## src/rtl/iir_pkg.sv

```systemverilog
// rtl/iir_pkg.sv - shared types, tap indices and round/reduce helper for the biquad cascade
package iir_pkg;

    typedef enum logic [1:0] {
        IDLE = 2'd0,
        MAC  = 2'd1,
        WB   = 2'd2,
        DONE = 2'd3
    } state_t;

    localparam int TAPS = 5;
    localparam int K_A0 = 0;
    localparam int K_A1 = 1;
    localparam int K_A2 = 2;
    localparam int K_B1 = 3;
    localparam int K_B2 = 4;

    // Round half up then optionally clamp to n-bit signed range; caller keeps the low n bits.
    function automatic logic signed [63:0] round_reduce(
        input logic signed [63:0] acc,
        input int                 n,
        input int                 frac,
        input logic               sat
    );
        logic signed [63:0] r;
        logic signed [63:0] hi;
        logic signed [63:0] lo;
        r  = (acc + (64'sd1 <<< (frac - 1))) >>> frac;
        hi = (64'sd1 <<< (n - 1)) - 64'sd1;
        lo = -(64'sd1 <<< (n - 1));
        if (sat && (r > hi)) begin
            r = hi;
        end else if (sat && (r < lo)) begin
            r = lo;
        end
        return r;
    endfunction

endpackage

```

## src/rtl/iir_mac_unit.sv

```systemverilog
// rtl/iir_mac_unit.sv - shared multiplier/accumulator with round and N-bit reduce
// IIR_SAT_EN: clamp out-of-range results instead of wrapping.
module iir_mac_unit
    import iir_pkg::*;
#(
    parameter int N         = 16,
    parameter int COEF_FRAC = 14,
    parameter int ACC_W     = 2*N+4
) (
    input  logic                clk,
    input  logic                rst,
    input  logic                mac_i,
    input  logic                first_i,
    input  logic signed [N-1:0] sample_i,
    input  logic signed [N-1:0] coef_i,
    output logic signed [N-1:0] y_o
);

`ifdef IIR_SAT_EN
    localparam logic SAT = 1'b1;
`else
    localparam logic SAT = 1'b0;
`endif

    logic signed [2*N-1:0]   prod;
    logic signed [ACC_W-1:0] prod_ext;
    logic signed [ACC_W-1:0] acc_q;
    logic signed [ACC_W-1:0] acc_d;

    assign prod     = sample_i * coef_i;
    assign prod_ext = {{(ACC_W-2*N){prod[2*N-1]}}, prod};

    // The first tap of a section overwrites the accumulator rather than adding to it.
    always_comb begin
        acc_d = acc_q;
        if (mac_i) begin
            acc_d = (first_i ? '0 : acc_q) + prod_ext;
        end
    end

    always_ff @(posedge clk) begin
        if (rst) begin
            acc_q <= '0;
        end else begin
            acc_q <= acc_d;
        end
    end

    assign y_o = N'(round_reduce(64'(acc_q), N, COEF_FRAC, SAT));

endmodule

```

## src/rtl/iir_biquad_cascade.sv

```systemverilog
// rtl/iir_biquad_cascade.sv - time-multiplexed direct-form-I biquad cascade with coefficient file
// IIR_SAT_EN (in iir_mac_unit) selects clamping over wrap on each section result.
module iir_biquad_cascade
    import iir_pkg::*;
#(
    parameter int N         = 16,
    parameter int SECTIONS  = 2,
    parameter int COEF_FRAC = 14,
    parameter int ACC_W     = 2*N+4
) (
    input  logic                               clk,
    input  logic                               rst,
    input  logic                               en,
    input  logic [N-1:0]                       x_in,
    input  logic                               coef_we,
    input  logic [$clog2(TAPS*SECTIONS)-1:0]   coef_addr,
    input  logic [N-1:0]                       coef_data,
    output logic [N-1:0]                       y_out,
    output logic                               y_valid,
    output logic                               busy,
    output logic                               drop
);

    localparam int NC  = TAPS * SECTIONS;
    localparam int CAW = $clog2(NC);
    localparam int SW  = (SECTIONS > 1) ? $clog2(SECTIONS) : 1;

    state_t state_q, state_d;

    logic [SW-1:0]       s_q;
    logic [2:0]          k_q;
    logic signed [N-1:0] coef_q [NC];
    logic signed [N-1:0] x1_q [SECTIONS];
    logic signed [N-1:0] x2_q [SECTIONS];
    logic signed [N-1:0] y1_q [SECTIONS];
    logic signed [N-1:0] y2_q [SECTIONS];
    logic signed [N-1:0] x_cur_q;
    logic [N-1:0]        y_out_q;
    logic                y_valid_q;
    logic                drop_q;

    logic                last_sec;
    logic                wr_hit;
    logic [CAW-1:0]      coef_idx;
    logic signed [N-1:0] sample;
    logic signed [N-1:0] mac_y;
    logic                mac_en;
    logic                mac_first;

    assign last_sec = (int'(s_q) == SECTIONS - 1);
    assign wr_hit   = coef_we && (int'(coef_addr) < NC);
    assign coef_idx = CAW'(int'(s_q) * TAPS + int'(k_q));

    always_ff @(posedge clk) begin
        if (rst) begin
            state_q <= IDLE;
        end else begin
            state_q <= state_d;
        end
    end

    always_comb begin
        state_d = state_q;
        unique case (state_q)
            IDLE:    if (en) state_d = MAC;
            MAC:     if (k_q == 3'(K_B2)) state_d = WB;
            WB:      state_d = last_sec ? DONE : MAC;
            DONE:    state_d = IDLE;
            default: state_d = IDLE;
        endcase
    end

    always_comb begin
        busy      = (state_q != IDLE);
        mac_en    = (state_q == MAC);
        mac_first = (k_q == 3'(K_A0));
    end

    always_comb begin
        sample = '0;
        case (int'(k_q))
            K_A0:    sample = x_cur_q;
            K_A1:    sample = x1_q[s_q];
            K_A2:    sample = x2_q[s_q];
            K_B1:    sample = y1_q[s_q];
            K_B2:    sample = y2_q[s_q];
            default: sample = '0;
        endcase
    end

    iir_mac_unit #(
        .N         (N),
        .COEF_FRAC (COEF_FRAC),
        .ACC_W     (ACC_W)
    ) u_mac (
        .clk      (clk),
        .rst      (rst),
        .mac_i    (mac_en),
        .first_i  (mac_first),
        .sample_i (sample),
        .coef_i   (coef_q[coef_idx]),
        .y_o      (mac_y)
    );

    always_ff @(posedge clk) begin
        if (rst) begin
            s_q       <= '0;
            k_q       <= '0;
            x_cur_q   <= '0;
            y_out_q   <= '0;
            y_valid_q <= 1'b0;
            drop_q    <= 1'b0;
            for (int i = 0; i < NC; i++) begin
                coef_q[i] <= '0;
            end
            for (int i = 0; i < SECTIONS; i++) begin
                x1_q[i] <= '0;
                x2_q[i] <= '0;
                y1_q[i] <= '0;
                y2_q[i] <= '0;
            end
        end else begin
            y_valid_q <= (state_q == DONE);
            // Anything that arrives outside IDLE is rejected without touching the running sample.
            if ((en || wr_hit) && (state_q != IDLE)) begin
                drop_q <= 1'b1;
            end
            if (wr_hit && (state_q == IDLE)) begin
                coef_q[coef_addr] <= coef_data;
            end
            case (state_q)
                IDLE: begin
                    if (en) begin
                        x_cur_q <= x_in;
                        s_q     <= '0;
                        k_q     <= '0;
                    end
                end
                MAC: begin
                    k_q <= k_q + 3'd1;
                end
                WB: begin
                    x2_q[s_q] <= x1_q[s_q];
                    x1_q[s_q] <= x_cur_q;
                    y2_q[s_q] <= y1_q[s_q];
                    y1_q[s_q] <= mac_y;
                    x_cur_q   <= mac_y;
                    k_q       <= '0;
                    if (!last_sec) begin
                        s_q <= s_q + 1'b1;
                    end
                end
                DONE: begin
                    y_out_q <= x_cur_q;
                end
                default: begin
                end
            endcase
        end
    end

    assign y_out   = y_out_q;
    assign y_valid = y_valid_q;
    assign drop    = drop_q;

endmodule

```

## config.mk

```make
export PLATFORM = sky130hd
export DESIGN_NAME = iir_biquad_cascade
export DESIGN_NICKNAME = d
export VERILOG_FILES = /design/src/rtl/iir_pkg.sv /design/src/rtl/iir_mac_unit.sv /design/src/rtl/iir_biquad_cascade.sv
export SDC_FILE = /design/constraint.sdc
export NUM_CORES = 2
export LEC_CHECK = 0
export CAP_MARGIN = 20
export CORE_MARGIN = 2
export CORE_UTILIZATION = 45
export DETAILED_ROUTE_END_ITERATION = 8
export PLACE_DENSITY_LB_ADDON = 0.15
export RECOVER_POWER = 100
export SETUP_SLACK_MARGIN = 0.05
export SLEW_MARGIN = 5
export SYNTH_ARGS = -nofsm -noshare
export SYNTH_HDL_FRONTEND = slang
export SYNTH_SLANG_ARGS = --single-unit
export TNS_END_PERCENT = 100
```

## constraint.sdc

```tcl
create_clock -name clk -period 11.9 [get_ports clk]
set_input_delay 1.19 -clock clk [delete_from_list [all_inputs] [get_ports clk]]
set_output_delay 1.19 -clock clk [all_outputs]
set_load 0.005 [all_outputs]
```

After elaboration in Yosys (flattened, before gate mapping)
Memories as Yosys holds them, arrays and structs flattened. A register that Yosys moved wholly into a read port is not among the register bits.
Cells that the tools add are included.

word-level totals
  flip-flop bits (word level) = 76
  latch bits = 0
  memory bits (writable) = 288
  bits in read-only memories = 0
  bits of input ports = 40
  output and inout bits = 19
  logic and storage cells = 91
  memories kept = 5

cells by class
  $add $sub $neg = 5
  multiply operators = 2
  divide/modulo/power cells = 0
  magnitude comparators = 1
  equality and inequality tests = 9
  shifts and indexed selects = 0
  mux-type cells = 44
  bitwise logic cells = 0
  reduce and logical (&&, ||, !) cells = 17

memories
  name    depth  bits a word  rd ports  clocked after memory_dff  write ports  line                      text
  coef_q  10     16           1         0                         10           iir_biquad_cascade.sv:32  logic signed [N-1:0] coef_q [NC];
  x1_q    2      16           1         1                         2            iir_biquad_cascade.sv:33  logic signed [N-1:0] x1_q [SECTIONS];
  x2_q    2      16           1         1                         2            iir_biquad_cascade.sv:34  logic signed [N-1:0] x2_q [SECTIONS];
  y1_q    2      16           1         1                         2            iir_biquad_cascade.sv:35  logic signed [N-1:0] y1_q [SECTIONS];
  y2_q    2      16           1         1                         2            iir_biquad_cascade.sv:36  logic signed [N-1:0] y2_q [SECTIONS];

operators with widths
  kind                      count
  $mux W16                  6
  $pmux W16 S5              1
  $reduce_or A16 Y1         5
  $add A36 B36 Y36          1
  $mux W36                  1
  $mul A16 B16 Y32          1
  $pmux W16 S2              1
  $add A30 B15 Y30 const B  1
  $mux W1                   27
  $pmux W3 S3               1
  $pmux W2 S4               1
  $eq A3 B2 Y1 const B      2
  $mux W2                   3
  $reduce_and A2 Y1         3
  $add A4 B3 Y4             1
  $eq A2 B2 Y1 const B      2
  $lt A4 B4 Y1 const B      1
  $mul A1 B3 Y4 const B     1
  $mux W4                   1
  $reduce_bool A2 Y1        2
  $add A3 B1 Y3 const B     1
  $eq A3 B1 Y1 const B      1
  $eq A3 B3 Y1 const B      1
  $logic_and A1 B1 Y1       3
  other kinds (10)          10

Depth between registers and ports, before layout
  depth in word-level cells = 8
  depth in mapped cells = 43
  depth with buffers taken out = 38

Hierarchy
Synthesis repeated with hierarchy kept, for this count alone.

second synthesis, totals
  cell total of the unflattened synthesis = 2697
  area, all modules = 30525.5 um^2

by module, submodules not included
  module              times used  cells each  area each (um^2)  sequential area each (um^2)
  iir_biquad_cascade  1           1279        18181.2           12351.8
  iir_mac_unit        1           1418        12344.3           600.6

Least setup slack after synthesis
Ideal clock, no wire load.

  kind = register to register
  start point = reg k_q[0]
  end point = reg u_mac.acc_q[29]
  data arrival time = 9252 ps
  data required time = 11821 ps
  path slack = 2568 ps
  stages on the path, launching flop included = 41
  clock period less this slack = 9332 ps
  cells stage by stage = dfxtp_1 -> ha_1 -> ha_1 -> buf_2 -> buf_2 -> buf_2 -> clkbuf_1 -> mux4_2 -> nand2_1 -> nand2_1 -> o21ai_1 -> buf_2 -> nor2_1 -> fa_1 -> inv_1 -> fa_1 -> fa_1 -> inv_1 -> [5 not listed] -> ha_1 -> and3_1 -> a32oi_1 -> nand2b_1 -> a21oi_1 -> o21bai_1 -> a21oi_1 -> xnor2_1 -> ha_1 -> nand4_1 -> or3_1 -> or2_1 -> o211ai_1 -> o221a_2 -> a21o_1 -> a21oi_1 -> xnor3_1 -> a211oi_2

between the ends
  cells in the longest elaborated chain, start to end = 4

RTL lines
  what                                             line                       text
  start, declared                                  iir_biquad_cascade.sv:31   logic [2:0] k_q;
  start signal, assigned                           iir_biquad_cascade.sv:140  k_q <= k_q + 3'd1;
  $add A4 B3 Y4 (tied with other cells)            iir_biquad_cascade.sv:52   assign coef_idx = CAW'(int'(s_q) * TAPS + int'(k_q));
  $mem_v2 Z10 W16 or $pmux W16 S5 (tied branches)  --
  $mul A16 B16 Y32                                 iir_mac_unit.sv:30         assign prod = sample_i * coef_i;
  $add A36 B36 Y36 *                               iir_mac_unit.sv:37         acc_d = (first_i ? '0 : acc_q) + prod_ext;
  end signal, assigned                             iir_mac_unit.sv:43         acc_q <= '0;
  end signal, assigned                             iir_mac_unit.sv:45         acc_q <= acc_d;
  end, declared                                    iir_mac_unit.sv:27         logic signed [ACC_W-1:0] acc_q;

Every way passes the cells marked *; elsewhere a longest branch is shown, timed or not.
A chain may end at the register's enable or synchronous reset.

Worst setup path in the final report
  start point = reg k_q[0]
  end point = reg u_mac.acc_q[26]

The elaborated chain is that of the path after synthesis.

==> results by group <==
Timing
  • Min Tclk post-route: 10,540 ps
  • Setup Viol. Count Final: 0
  • Setup TNS: 0 ps
  • Fmax: 94.8 MHz
  • Final Hold Vio Count: 0
  • Slew of the pin with the lowest slew margin: 4000 ps
  • Final worst-path cycle share: 88.6%
  • Worst Skew: 29.0 ps
  • RSZ-0062 raised after global routing: no
  • Max Transition Viols Final: 323
  • Slew HR: -167%

Floorplanning
  • Number of I/O pins: 59
  • Core Box Area: 0.0669 mm^2
  • Die W: 264 um
  • Die area: 0.0694 mm^2
  • FP Rows: 95
  • Die height: 264 um
  • Starting Density: 45.3%

Route
  • Vias: 20,400
  • DR WL/cell: 20.0 um
  • Via-to-Cell Ratio: 5.38
  • Drt pass-1 iters: 7
  • Violation count after the first detailed-route iteration: 1,397
  • Post-Route WL: 75.7 mm
  • # DRC: 0
  • Post-route ant nets: 0

Setup path
  • Crit path depth: 31
  • Worst path bufs/invs: 5
  • Most frequent CP cell: fa_1
  • Flop2flop setup slack: 1360 ps
  • Setup crit end kind: flop
  • CP Max Fanout: 50
  • Slowest stage cell, crit path: ha_1
  • CP peak stage delay: 970 ps
  • Worst reg2reg path depth: 31
  • CP arrival: 11,040 ps
  • Critical R2R Launch: k_q[0]
  • RR Endpoint: u_mac.acc_q[26]
  • Crit path from: k_q[0]
  • Required @ worst endpoint: 12,400 ps
  • Kind of critical path: reg -> reg
  • Worst setup SP type: flop
  • Critical Path Sink: u_mac.acc_q[26]
  • Family with the most delay on the worst path: adder cells

Clocking
  • Worst-Skew Late Latency: 600 ps
  • Clk root buf: clkbuf_16
  • Sink Count: 455
  • CTS buffer count: 51
  • H-tree Lvls: 2
  • Post-CTS sizing: 0
  • Post-CTS setup buffer count: 0
  • Maximum buffer depth of the clock tree: 3
  • Worst-path clk slew: 60 ps
  • CTS Hold Bufs: 0
  • CTS tree: done

Power
  • PwrDens: 197 mW/mm^2
  • VDD IR max: 0.168 mV
  • P_leak: 13.8 nW
  • Total power: 6.66 mW

Layout
  • Fill cells: 6,046
  • Share of cells above drive strength 1: 7.46%
  • Final Util: 50.5%
  • ANT cells: 0
  • Area grow syn2layout: 11.6%
  • Nets: 3,277

Yosys
  • Top cell type's share of synthesized area: 38.1%
  • FFs w/ async S/R, synth: 0%
  • Post-synth EDFFs: 384
  • Post-synthesis cell type count: 80
  • Synth Register Bits: 455
  • Ranking of synthesized cells by area: edfxtp_1 (38%), fa_1 (16%), nor2_1 (5.3%)
  • Syn avg cell area: 11.1 um^2
  • Ys Warns: 0
  • Top-count cell post-synth: nor2_1
  • Post-Syn Area: 0.0303 mm^2
  • Area leader, netlist: edfxtp_1
  • Main synth FF type: edfxtp_1
  • Gate Count Post-Synth: 2,739
  • Post-synthesis sequential area ratio: 42.7%
  • Synth cell count leaders: nor2_1 (425), edfxtp_1 (384), inv_1 (330)

Global routing
  • Initial antenna violation count: 0
  • Vias in the first global route: 21,700
  • All-layer global routing usage: 22.5%
  • Largest net degree at the start of global routing: 65
  • Global-route wire length before repair: 122 mm
  • GRT overflow: 0

Place
  • Final Wtd Congestion: 0.841
  • Dpl hpwl: 54.1 mm
  • PortBufs: 58

Outcome
  • Failing checks: capacitance limit, slew limit
  • Status: complete, but fails checks

Worst hold path
  • Hold WC Path Type: reg -> reg

Job
  • Max Cap Violations: 8
==> final cells by class <==
cell class / count / area (um^2) / share of cell area [%]
tap: 873 / 1090 / 3.23
clock inverter: 31 / 258 / 0.762
multi-input combinational: 1921 / 16000 / 47.2
inverter: 331 / 1240 / 3.68
clock buffer: 64 / 1370 / 4.04
timing repair buffer: 108 / 926 / 2.74
sequential: 455 / 13000 / 38.3
==> worst min path at each step <==
| stage | startpoint | end | slack (ps) | depth (start not counted) |
|---|---|---|---|---|
| global placement | u_mac.acc_q[7] | u_mac.acc_q[7] | 430 | 2 |
| CTS | u_mac.acc_q[11] | u_mac.acc_q[11] | 450 | 2 |
| global route | u_mac.acc_q[7] | u_mac.acc_q[7] | 470 | 2 |
| finish | drop | drop | 450 | 2 |
| floorplan | u_mac.acc_q[11] | u_mac.acc_q[11] | 430 | 2 |
| detailed placement | u_mac.acc_q[11] | u_mac.acc_q[11] | 440 | 2 |
==> where the power goes <==
part	leakage [nW]	switching, mW	total (mW)	internal, mW
clock network	0.790	0.651	1.53	0.880
logic	8.47	1.92	3.27	1.35
registers	4.57	0.0452	1.86	1.81
total	13.8	2.61	6.66	4.04
==> worst register-to-register path, delay by kind of cell (launching register included) <==
kind,cells,cell delay [ps]
xor+xnor,1,150
buf+inv,5,930
flops,1,370
mux,1,680
simple gates,7,1610
compound gates,8,2140
fa+ha+maj,9,4560
==> registers in the layout, summed over array words and instances, names as in the netlist, named ones only <==
name / cells
k_q: 3
y2_q: 32
x1_q: 32
state_q: 2
drop: 1
x2_q: 32
last_sec: 1
x_cur_q: 16
u_mac.acc_q: 30
y_valid: 1
y1_q: 32
coef_q: 256
y_out: 16
==> cells in the final DEF (no fill, tap or decap), types with 9 or more instances in the layout <==
cell and instances:
or2_2 14, dlygate4sd3_1 19, ha_1 119, nor2b_1 35, mux4_2 61, a21oi_1 115, and2_0 13, edfxtp_1 384
and3_1 30, fa_1 249, clkinv_2 9, conb_1 96, buf_4 35, dfxtp_1 70, o21ai_0 38, nand2_1 252
nand3_1 33, nor3_1 13, o211ai_1 15, nand2b_1 54, xnor2_1 43, a22oi_1 14, clkbuf_16 52, o22ai_1 19
mux4_1 9, nor2_1 426, mux2i_1 63, clkbuf_1 24, clkdlybuf4s50_1 38, inv_1 330, and2_1 44, o221a_2 11
xor2_1 29, a21o_1 21, clkinv_1 15
==> per-layer routing <==
layer	routed length [um]	track usage, %	up-vias	share of wire [%]
li1	-	-	9361	-
met1	32000	28.9	10400	42
met2	39100	40.5	469	52
met3	2890	2.31	111	3.8
met4	1760	5.79	0	2.3
met5	0	0	-	0
==> per-stage QoR <==
stage          cell area [um^2]  instances  worst slack (ps)  hold slack [ps]
2_1_floorplan             30700       2834              2570              427
3_3_place_gp              32300       3686              2120              434
3_5_place_dp              32300       3688              1950              439
4_1_cts                   33900       3783              1930              447
5_1_grt                   33800       3783               702              466
6_report                  33800       3783              1360              446
==> cells by family (layout without fill, tap and decap cells) <==
group / after synthesis / in the layout / synth area share (%)
fa+ha+maj: 369 / 369 / 21.4
other cells: 1 / 96 / 0.0124
compound gates: 305 / 305 / 6.59
simple gates: 943 / 943 / 13.8
flops: 455 / 455 / 42.7
buf+inv: 458 / 534 / 5.88
xor+xnor: 74 / 74 / 2.18
mux: 134 / 134 / 7.43
(Power assumes the default switching activity.)
==> edit: new RTL, config.mk and constraints unchanged <==
Add a define of `IIR_SAT_EN`.
--- a/src/rtl/iir_mac_unit.sv
+++ b/src/rtl/iir_mac_unit.sv
@@ -1,5 +1,7 @@
 // rtl/iir_mac_unit.sv - shared multiplier/accumulator with round and N-bit reduce
 // IIR_SAT_EN: clamp out-of-range results instead of wrapping.
+`define IIR_SAT_EN
+
 module iir_mac_unit
     import iir_pkg::*;
 #(
Function: same outputs for any inputs over 10 cycles, from zero or initial values and one cycle with rst high; that may be too few to reach the edited logic, so the function may still have changed.
==> edit against the unedited design <==
  * The run still ends with max-capacitance violations, max-slew violations left
  * Highest routed layer is now met5
  * Critical path type unchanged
  * Synthesized area grew 4.2%
  * Design area rose by 3.9%
  * Worst setup slack worse by 390 ps
  * Sequential cell count up 6
  * Routed wire length is 7.0% higher
  * Non-clock buffer count up 4
  * Total power up 7.6%
  * Clock skew increased by 51 ps
==> edit: results (changes against the unedited design) <==
status: "finished, violations left"
failed_checks: "max-capacitance violations, max-slew violations"
drive_above_1_share: 0.08042  # +0.005845
hold_path_depth: 2  # unchanged
critPathMaxFanout: 29  # -42%
post-place-cells: 3930  # +6.6%
seq_power_mw: 1.89
first_iter_violations: 1618  # +16%
r2r_slack_ps: 970  # -390 ps
grt_max_degree: 83  # +28%
reg2reg_depth: 40  # +29%
min-delay-start: "u_mac.acc_q[3]$_SDFFE_PP0P_"
switchingPower_mw: 2.931  # +12%
power_frac_clock: 0.209  # -0.021
synth-edff-count: 384  # unchanged
hpwl_mm: 58.90  # +8.9%
tightest_slew_ps: 4083  # +81.10 ps
yosys-top-cells-count: "nor2_1 (488), edfxtp_1 (384), inv_1 (338)"
clock-sinks: 461  # +1.3%
finClkSkew_ps: 80.11  # +51.15 ps
syn-instance-count: 2913  # +6.4%
min_path_type: "flop to flop"
ys_seq_area_frac: 0.4140  # -0.01337
stdcell_count: 4024  # +6.4%
cts_made_buffers: 48  # -5.9%
synth_xor_area_frac: 0.02298  # +0.001143
slowest_delay_ps: 570  # -400 ps
cp_data_arrival_time_ps: 11420  # +380 ps
antenna_found_initial: 1  # +1
place_congestion: 0.9138  # +8.7%
final_nets: 3474  # +6.0%
r2r-end: "u_mac.acc_q[35]$_SDFFE_PP0P_"
cts_resized: 0  # unchanged
period_share: 0.9186  # +0.03261
synth_compound_area_frac: 0.07066  # +0.004804
yosys.area_share.adder: 0.2173  # +0.003288
cp_top_family: "adder cells"
cpMaxStageDelayCell: "ha_4"
synth.top_cells.by_area: "edfxtp_1 (37%), fa_1 (17%), nor2_1 (5.8%), ha_1 (5.0%), mux4_2 (5.0%)"
dpl_cell_area_sq_um: 33660  # +4.2%
fin_hold_ws_ps: 450.0  # +4.310 ps
dr.pass1.iters: 5  # -2
place_ws_ps: 1267  # -687.1 ps
maxCapViolations: 6  # -2
synthMuxAreaShare: 0.07312  # -0.001203
whs_endpoint: "u_mac.acc_q[3]$_SDFFE_PP0P_"
slew_viol_final: 323  # unchanged
grt_pass1_wl_mm: 127.6  # +4.6%
insertion_delay_ps: 620  # +20 ps
wl_per_cell_um: 20.14  # +0.57%
vdd_drop_max_mv: 0.1887  # +13%
power_density_nw_per_um2: 203.9  # +3.6%
[edit: changes by cell type after synthesis, sizes merged, moves of 12 or more]
cell	before	now
nor2	427	489
xnor2	44	57
and3	30	18
a211oi	12	27
a22oi	14	1
fa	249	264
nand2	253	295
nor4	1	13
[edit: final cells by class]
class	count	area (sq um)	share of cell area
sequential	461	13080	0.3724
timing repair buffer	112	940.9	0.02680
clock buffer	64	1301	0.03706
multi-input combinational	2083	17100	0.4870
tap	940	1176	0.03349
inverter	338	1269	0.03613
clock inverter	26	251.5	0.007162
[edit: layer usage]
layer / vias to the layer above / global-route usage / part of all wire
met5: - / 0 / 0.000099
met4: 2 / 0.06622 / 0.028
met3: 107 / 0.02566 / 0.043
met2: 503 / 0.4151 / 0.52
met1: 11070 / 0.2940 / 0.41
li1: 9937 / - / -
[edit: worst min-delay path: stages (launching register included)]
cell     delay [ps]
dfxtp_1         300
nand2_1          50
a21oi_1          50
